### src/rtl/sqrt.sv
// Iterative IEEE-754 single-precision square root, restoring digit-by-digit, RNE rounding.
// Define SQRT_DENORM_EN to normalize denormal operands instead of flushing them to zero.
module sqrt #(
    parameter int ITER = 25
) (
    input  logic        clk,
    input  logic        reset,
    input  logic        start,
    input  logic [31:0] a,
    output logic [31:0] result,
    output logic        done,
    output logic        busy
);

    typedef enum logic [1:0] {S_IDLE, S_UNPACK, S_ITER, S_ROUND} state_t;

    state_t             r_state, w_next;
    logic [31:0]        r_a;
    logic [4:0]         r_cnt;
    logic               r_special;
    logic [31:0]        r_spec_val;
    logic [7:0]         r_exp;
    logic [49:0]        r_rad;
    logic [26:0]        r_rem;
    logic [24:0]        r_root;
    logic [31:0]        r_result;
    logic               r_done;

    logic               w_load, w_unpack, w_iter, w_round;

    // ---------------- operand decode ----------------
    logic               w_s;
    logic [7:0]         w_e;
    logic [22:0]        w_f;
    logic [23:0]        w_m24;
    logic [24:0]        w_m25;
    logic signed [9:0]  w_exp_unb, w_exp_adj, w_exp_half;
    logic               w_odd;
    logic [7:0]         w_rexp;
    logic               w_special;
    logic [31:0]        w_spec_val;

    assign w_s = r_a[31];
    assign w_e = r_a[30:23];
    assign w_f = r_a[22:0];

`ifdef SQRT_DENORM_EN
    function automatic logic [4:0] lzc23(input logic [22:0] v);
        lzc23 = 5'd23;
        for (int i = 0; i < 23; i++)
            if (v[i]) lzc23 = 5'(22 - i);
    endfunction

    logic [4:0] w_lz;
    assign w_lz = lzc23(w_f);
`endif

    always_comb begin
        w_m24     = {1'b1, w_f};
        w_exp_unb = $signed({2'b00, w_e}) - 10'sd127;
`ifdef SQRT_DENORM_EN
        if (w_e == 8'd0) begin
            w_m24     = {1'b0, w_f} << (w_lz + 5'd1);
            w_exp_unb = -10'sd127 - $signed({5'd0, w_lz});
        end
`endif
        // odd exponent: fold one factor of 2 into the radicand
        w_odd      = w_exp_unb[0];
        w_m25      = w_odd ? {w_m24, 1'b0} : {1'b0, w_m24};
        w_exp_adj  = w_odd ? w_exp_unb - 10'sd1 : w_exp_unb;
        w_exp_half = w_exp_adj >>> 1;
        w_rexp     = 8'(w_exp_half + 10'sd127);
    end

    always_comb begin
        w_special  = 1'b1;
        w_spec_val = 32'h7FC0_0000;
        if (w_e == 8'hFF && w_f != 23'd0)
            w_spec_val = 32'h7FC0_0000;
        else if (w_e == 8'd0 && w_f == 23'd0)
            w_spec_val = r_a;
`ifndef SQRT_DENORM_EN
        else if (w_e == 8'd0)
            w_spec_val = {w_s, 31'd0};
`endif
        else if (w_s)
            w_spec_val = 32'h7FC0_0000;
        else if (w_e == 8'hFF)
            w_spec_val = 32'h7F80_0000;
        else
            w_special  = 1'b0;
    end

    // ---------------- one restoring step ----------------
    logic [28:0] w_cat, w_sub, w_diff;
    logic        w_ge;

    always_comb begin
        w_cat  = {r_rem, r_rad[49:48]};
        w_sub  = {2'b00, r_root, 2'b01};
        w_diff = w_cat - w_sub;
        w_ge   = (w_cat >= w_sub);
    end

    // ---------------- rounding ----------------
    logic        w_sticky, w_up, w_carry;
    logic [24:0] w_msum;
    logic [22:0] w_frac;
    logic [7:0]  w_fexp;

    always_comb begin
        w_sticky = |r_rem;
        w_up     = r_root[0] & (w_sticky | r_root[1]);
        w_msum   = {1'b0, r_root[24:1]} + {24'd0, w_up};
        w_carry  = w_msum[24];
        w_frac   = w_carry ? w_msum[23:1] : w_msum[22:0];
        w_fexp   = r_exp + {7'd0, w_carry};
    end

    // ---------------- FSM ----------------
    always_ff @(posedge clk) begin
        if (reset) r_state <= S_IDLE;
        else       r_state <= w_next;
    end

    always_comb begin
        w_next = r_state;
        case (r_state)
            S_IDLE:   if (start && !r_done) w_next = S_UNPACK;
            S_UNPACK: w_next = S_ITER;
            S_ITER:   if (r_cnt == 5'(ITER - 1)) w_next = S_ROUND;
            S_ROUND:  w_next = S_IDLE;
            default:  w_next = S_IDLE;
        endcase
    end

    always_comb begin
        w_load   = (r_state == S_IDLE) && start && !r_done;
        w_unpack = (r_state == S_UNPACK);
        w_iter   = (r_state == S_ITER);
        w_round  = (r_state == S_ROUND);
        busy     = (r_state != S_IDLE) || r_done;
    end

    // ---------------- datapath ----------------
    always_ff @(posedge clk) begin
        if (reset) begin
            r_a        <= 32'd0;
            r_cnt      <= 5'd0;
            r_special  <= 1'b0;
            r_spec_val <= 32'd0;
            r_exp      <= 8'd0;
            r_rad      <= 50'd0;
            r_rem      <= 27'd0;
            r_root     <= 25'd0;
            r_result   <= 32'd0;
            r_done     <= 1'b0;
        end else begin
            r_done <= 1'b0;
            if (w_load) r_a <= a;
            if (w_unpack) begin
                r_special  <= w_special;
                r_spec_val <= w_spec_val;
                r_exp      <= w_rexp;
                r_rad      <= {w_m25, 25'd0};
                r_rem      <= 27'd0;
                r_root     <= 25'd0;
                r_cnt      <= 5'd0;
            end
            if (w_iter) begin
                r_rem  <= w_ge ? w_diff[26:0] : w_cat[26:0];
                r_root <= {r_root[23:0], w_ge};
                r_rad  <= {r_rad[47:0], 2'b00};
                r_cnt  <= r_cnt + 5'd1;
            end
            if (w_round) begin
                r_result <= r_special ? r_spec_val : {1'b0, w_fexp, w_frac};
                r_done   <= 1'b1;
            end
        end
    end

    assign result = r_result;
    assign done   = r_done;

endmodule

### config.mk
export PLATFORM = sky130hd
export DESIGN_NAME = sqrt
export DESIGN_NICKNAME = d
export VERILOG_FILES = /design/src/rtl/sqrt.sv
export SDC_FILE = /design/constraint.sdc
export NUM_CORES = 1
export LEC_CHECK = 0
export ABC_CLOCK_PERIOD_IN_PS = 2900
export CAP_MARGIN = 5
export CORE_MARGIN = 1
export CORE_UTILIZATION = 30
export DETAILED_ROUTE_END_ITERATION = 12
export SLEW_MARGIN = 5
export SYNTH_ARGS = -nofsm -noshare
export SYNTH_HDL_FRONTEND = slang
export SYNTH_SLANG_ARGS = --single-unit
### constraint.sdc
create_clock -name clk -period 2.9 [get_ports clk]
set_clock_uncertainty 0.1 [all_clocks]
set_input_delay 0.725 -clock clk [delete_from_list [all_inputs] [get_ports clk]]
set_output_delay 0.725 -clock clk [all_outputs]
set_load 0.02 [all_outputs]
# After elaboration in Yosys (flattened, before gate mapping)

Index checks and enable logic that the tools add are counted.

Logic and storage cells: 70
Output and inout port bits: 34
Flip-flop bits (word level): 213

Bitwise gates (word level): 2
Add/sub/neg operators: 7
Order comparisons: 1
Multiplexer cells: 27
Reductions and logical operators: 15
Eq/ne operators: 7

Operators with widths:

| operator            | number |
|---|---|
| $mux 32             | 4 |
| $mux 50             | 2 |
| $mux 27             | 3 |
| $mux 25             | 3 |
| $mux 23             | 3 |
| $ge 29x27->1        | 1 |
| $reduce_or 27->1    | 1 |
| $sub 27x27->27      | 1 |
| $add 24x1->25       | 1 |
| $logic_not 23->1    | 1 |
| $reduce_bool 23->1  | 1 |
| $mux 5              | 2 |
| $mux 9              | 1 |
| $sub 8x7->9 const B | 1 |
| $sub 9x2->9 const B | 1 |
| $add 8x1->8         | 1 |
| $add 8x8->8 const B | 1 |
| $eq 8x8->1 const B  | 1 |
| $logic_not 8->1     | 1 |
| $pmux 2 s4          | 1 |
| $mux 1              | 6 |
| $add 5x1->5 const B | 1 |
| $eq 5x5->1 const B  | 1 |
| $logic_and 1x1->1   | 5 |
| other kinds (12)    | 15 |

# Longest topological paths before layout

Depth in word-level cells: 6
Gate-level depth with buffers: 15

# Least setup slack after synthesis

OpenSTA, ideal clock, no wires.

Path type: register to register
Start point: register r_root[0]
End point: register r_result[29], in the netlist result[29]
Data arrival time: 2.751 ns
Data required time: 2.672 ns
Stages on the path, launching flop included: 16
Path slack: -0.078 ns
Period minus slack after synthesis: 2.978 ns
Setup time: 0.128 ns
Buffers on the path: 1
Path through: dfxtp_1 > inv_1 > nor2_1 > ha_1 > nand3_2 > or3_1 > buf_2 > nor4_4 > ha_1 > ha_1 > and3_1 > nand3_1 > xor2_1 > o21ai_0 > mux2i_1 > nor2_1

Longest elaborated chain between the ends: 4

RTL lines:

| element                | RTL line | RTL |
|---|---|---|
| from (decl)            | 25       | `logic [24:0] r_root;` |
| from (signal assigned) | 172      | `r_root <= {r_root[23:0], w_ge};` |
| $and 1x1->1            | 113      | `w_up = r_root[0] & (w_sticky \| r_root[1]);` |
| $add 24x1->25          | 114      | `w_msum = {1'b0, r_root[24:1]} + {24'd0, w_up};` |
| $add 8x1->8            | 117      | `w_fexp = r_exp + {7'd0, w_carry};` |
| $mux 32                | 177      | `r_result <= r_special ? r_spec_val : {1'b0, w_fexp, w_frac};` |
| to (signal assigned)   | 177      |  |
| to (decl)              | 26       | `logic [31:0] r_result;` |

Every way passes these cells.
A chain may end at the register's enable or synchronous reset.

# Final worst setup path

Start point: register r_root[1]
End point: register r_result[29], in the netlist result[29]

Longest elaborated chain between the ends: 5

RTL lines:

| element           | RTL line |
|---|---|
| $or 1x1->1        | 113 |
| $and 1x1->1       | 113 |
| $add 24x1->25 (*) | 114 |
| $add 8x1->8 (*)   | 117 |
| $mux 32 (*)       | 177 |

Every way passes the cells marked *; elsewhere a longest branch is shown, timed or not.

==> impl_metrics.json <==
{
  "p_leak_nw": 4.332,
  "finalHoldViolCount": 0,
  "root_buffer": "clkbuf_16",
  "slew_headroom_pct": 26.24,
  "hold_depth": 1,
  "antenna_found_initial": 0,
  "dp_cells": 1737,
  "clockBufferDepth": 2,
  "layout_common_cells": "189 x dfxtp_1, 146 x nand2_1, 110 x a21oi_1, 97 x nor2_1, 71 x mux2i_1",
  "grt_pass1_vias": 8279,
  "ys_types": 59,
  "synth_compound_area_share_pct": 18.21,
  "design_area_um2": 12120,
  "cts_tree": "yes",
  "dr.pass1.iters": 5,
  "cts.hold.buffers_added": 0,
  "synth_xor_area_share_pct": 5.061,
  "grt_max_degree": 81,
  "power_density_nw_per_um2": 994.2,
  "drv_cap": 0,
  "wl_mm": 25.73,
  "rsz0062_at_grt": "yes",
  "via_per_inst": 5.073,
  "synthSimpleGateAreaFrac_pct": 22.34,
  "finalCritPeriodShare_pct": 96.94,
  "worst_pin_slew_ns": 1.102,
  "synth_fa_ha_area_share_pct": 4.902,
  "synth_fp_nets": 1343,
  "fp-row-count": 67,
  "pin_count": 69,
  "gr-total-overflow": 0,
  "synth.largest_area_cell": "dfxtp_1",
  "ys_ff_latch": 190,
  "drtAntennaViolNets": 0,
  "synth_area_per_cell_um2": 8.052,
  "maxSlewViolCount": 0,
  "status": "finished clean",
  "clkSinkCount": 190,
  "yosysWarnings": 0,
  "h-tree-depth": 4,
  "dpl.hpwl_mm": 18.78,
  "ys_async_sr_fraction_pct": 0,
  "drc": 0,
  "synth_mux_area_share_pct": 7.181,
  "rr_worst_depth": 14,
  "synth_flop_cell": "dfxtp_1",
  "nets": 1385,
  "grt_usage_pct": 14.83,
  "synth-edff-count": 0,
  "num_vias": 8980,
  "seq_area_frac_synth_pct": 37.25,
  "placedInstanceArea_um2": 11460,
  "die_y_um": 186.5,
  "hold_ws_ns": 0.3578,
  "clock_latency_ns": 0.44,
  "worstSetupEndpointType": "register",
  "total_power_mw": 12.05,
  "gp_congestion": 0.9004,
  "critPathKind": "reg -> reg",
  "setup_viol": 0,
  "syn_area_um2": 10210,
  "fin_crit_ns": 2.811,
  "final_cells": 1770,
  "start_util_pct": 30.45,
  "peakVddDrop_mv": 0.8668,
  "diodes": 0,
  "drt_iter0_markers": 667,
  "avgRoutedWirePerCell_um": 14.54,
  "grt_pass1_wl_mm": 42.49,
  "final_common_cell": "dfxtp_1",
  "core-area_um2": 33530,
  "numCtsBuffers": 17,
  "die_width_um": 186.5,
  "start_kind": "register",
  "required_ns": 3.12,
  "synth_top_area_share_pct": 37.25,
  "area_growth_pct": 18.71,
  "critPathMaxFanout": 4,
  "max_clock_freq_mhz": 355.7,
  "syn_inst": 1268,
  "io_buffers": 68,
  "drive_above_1_share_pct": 8.169,
  "die_area_um2": 34770,
  "cts.clk_slew.worst_paths_ns": 0.07,
  "arrival_ns": 3.03,
  "synth_top_family_by_area": "simple AND/OR/NAND/NOR gates",
  "synth.area.top_cells": "dfxtp_1 37%, mux2i_1 7.0%, a21oi_1 5.5%",
  "post-route-util_pct": 36.15,
  "hold_path_class": "reg -> reg"
}
[stage by stage]
step / setup TNS (ns) / setup WS (ns)
after CTS: 0 / 0.03479
after floorplan: 0 / 0.03826
final: 0 / 0.08870
after detailed placement: 0 / 0.06143
after global placement: 0 / 0.1088
after global routing: -0.07044 / -0.04152
[logic make-up after synthesis]
logic type               count (synthesis)
buffers and inverters                  133
AND/OR/NAND/NOR                        471
multiplexers                            73
flip-flops                             190
XOR/XNOR                                59
AO/OA/AOI/OAI                          302
adder cells (fa/ha/maj)                 40
[critical path, cell delays in order (launching register included)]
cell and delay, ns:
dfxtp_1 0.34, inv_2 0.07, nor2_4 0.11, ha_2 0.20, nand3_2 0.09, or3_4 0.35
nor4_4 0.30, ha_2 0.25, ha_2 0.19, and3_4 0.19, nand3_1 0.09, xor2_1 0.14
o21ai_1 0.07, mux2i_1 0.14, nor2_1 0.05
[flip-flops by register name, summed over array words and instances, names as in the netlist]
| name | count |
|---|---|
| r_rem | 27 |
| r_cnt | 5 |
| r_state | 2 |
| r_rad | 25 |
| r_special | 1 |
| r_exp | 8 |
| r_a | 32 |
| r_spec_val | 32 |
| done | 1 |
| r_root | 25 |
| result | 32 |
[cell usage after synthesis, drive strengths merged, types with 15 or more instances]
cell type and count:
clkbuf 71, nor2 100, a211oi 23, nand2 148
inv 45, dfxtp 190, ha 40, and2 24
nor4 15, xor2 18, mux2i 71, buf 17
nand4 18, xnor2 41, nand2b 48, a21oi 112
nor3 21, o21ai 75, nand3 59
[metal layers]
layer / track usage, % / part of all wire, %
met1: 20.67 / 49
met4: 4.035 / 1.4
met2: 23.34 / 45
met5: 0 / 0
met3: 2.708 / 4.6
[layout make-up]
class                      count  area (µm²)
fill                        3509       21410
multi-input combinational    945        5962
sequential                   190        3805
timing repair buffer         111        1026
tap                          448       560.5
clock buffer                  21       470.5
inverter                      45       168.9
clock inverter                10       127.6
[worst paths after layout]
kind / to / slack, ns / from
worst max-delay path: result[29] / 0.09 / r_root[1]
worst min-delay path: r_spec_val[26] / 0.36 / r_spec_val[26]
worst max register to register: result[29] / 0.09 / r_root[1]
worst min register to register: r_spec_val[26] / 0.36 / r_spec_val[26]
[report_power, final]
part / leakage (nW) / switching (mW) / internal, mW / total [mW]
sequential: 1.54 / 0.370 / 2.97 / 3.34
combinational: 2.50 / 3.57 / 2.73 / 6.30
clock: 0.287 / 1.06 / 1.35 / 2.40
[what timing repair did]
item	in CTS	in global routing
setup buffers	0	2
resized for setup	0	19
endpoints found under the setup margin	0	8
Note: power is estimated with default switching activity, not from simulation.
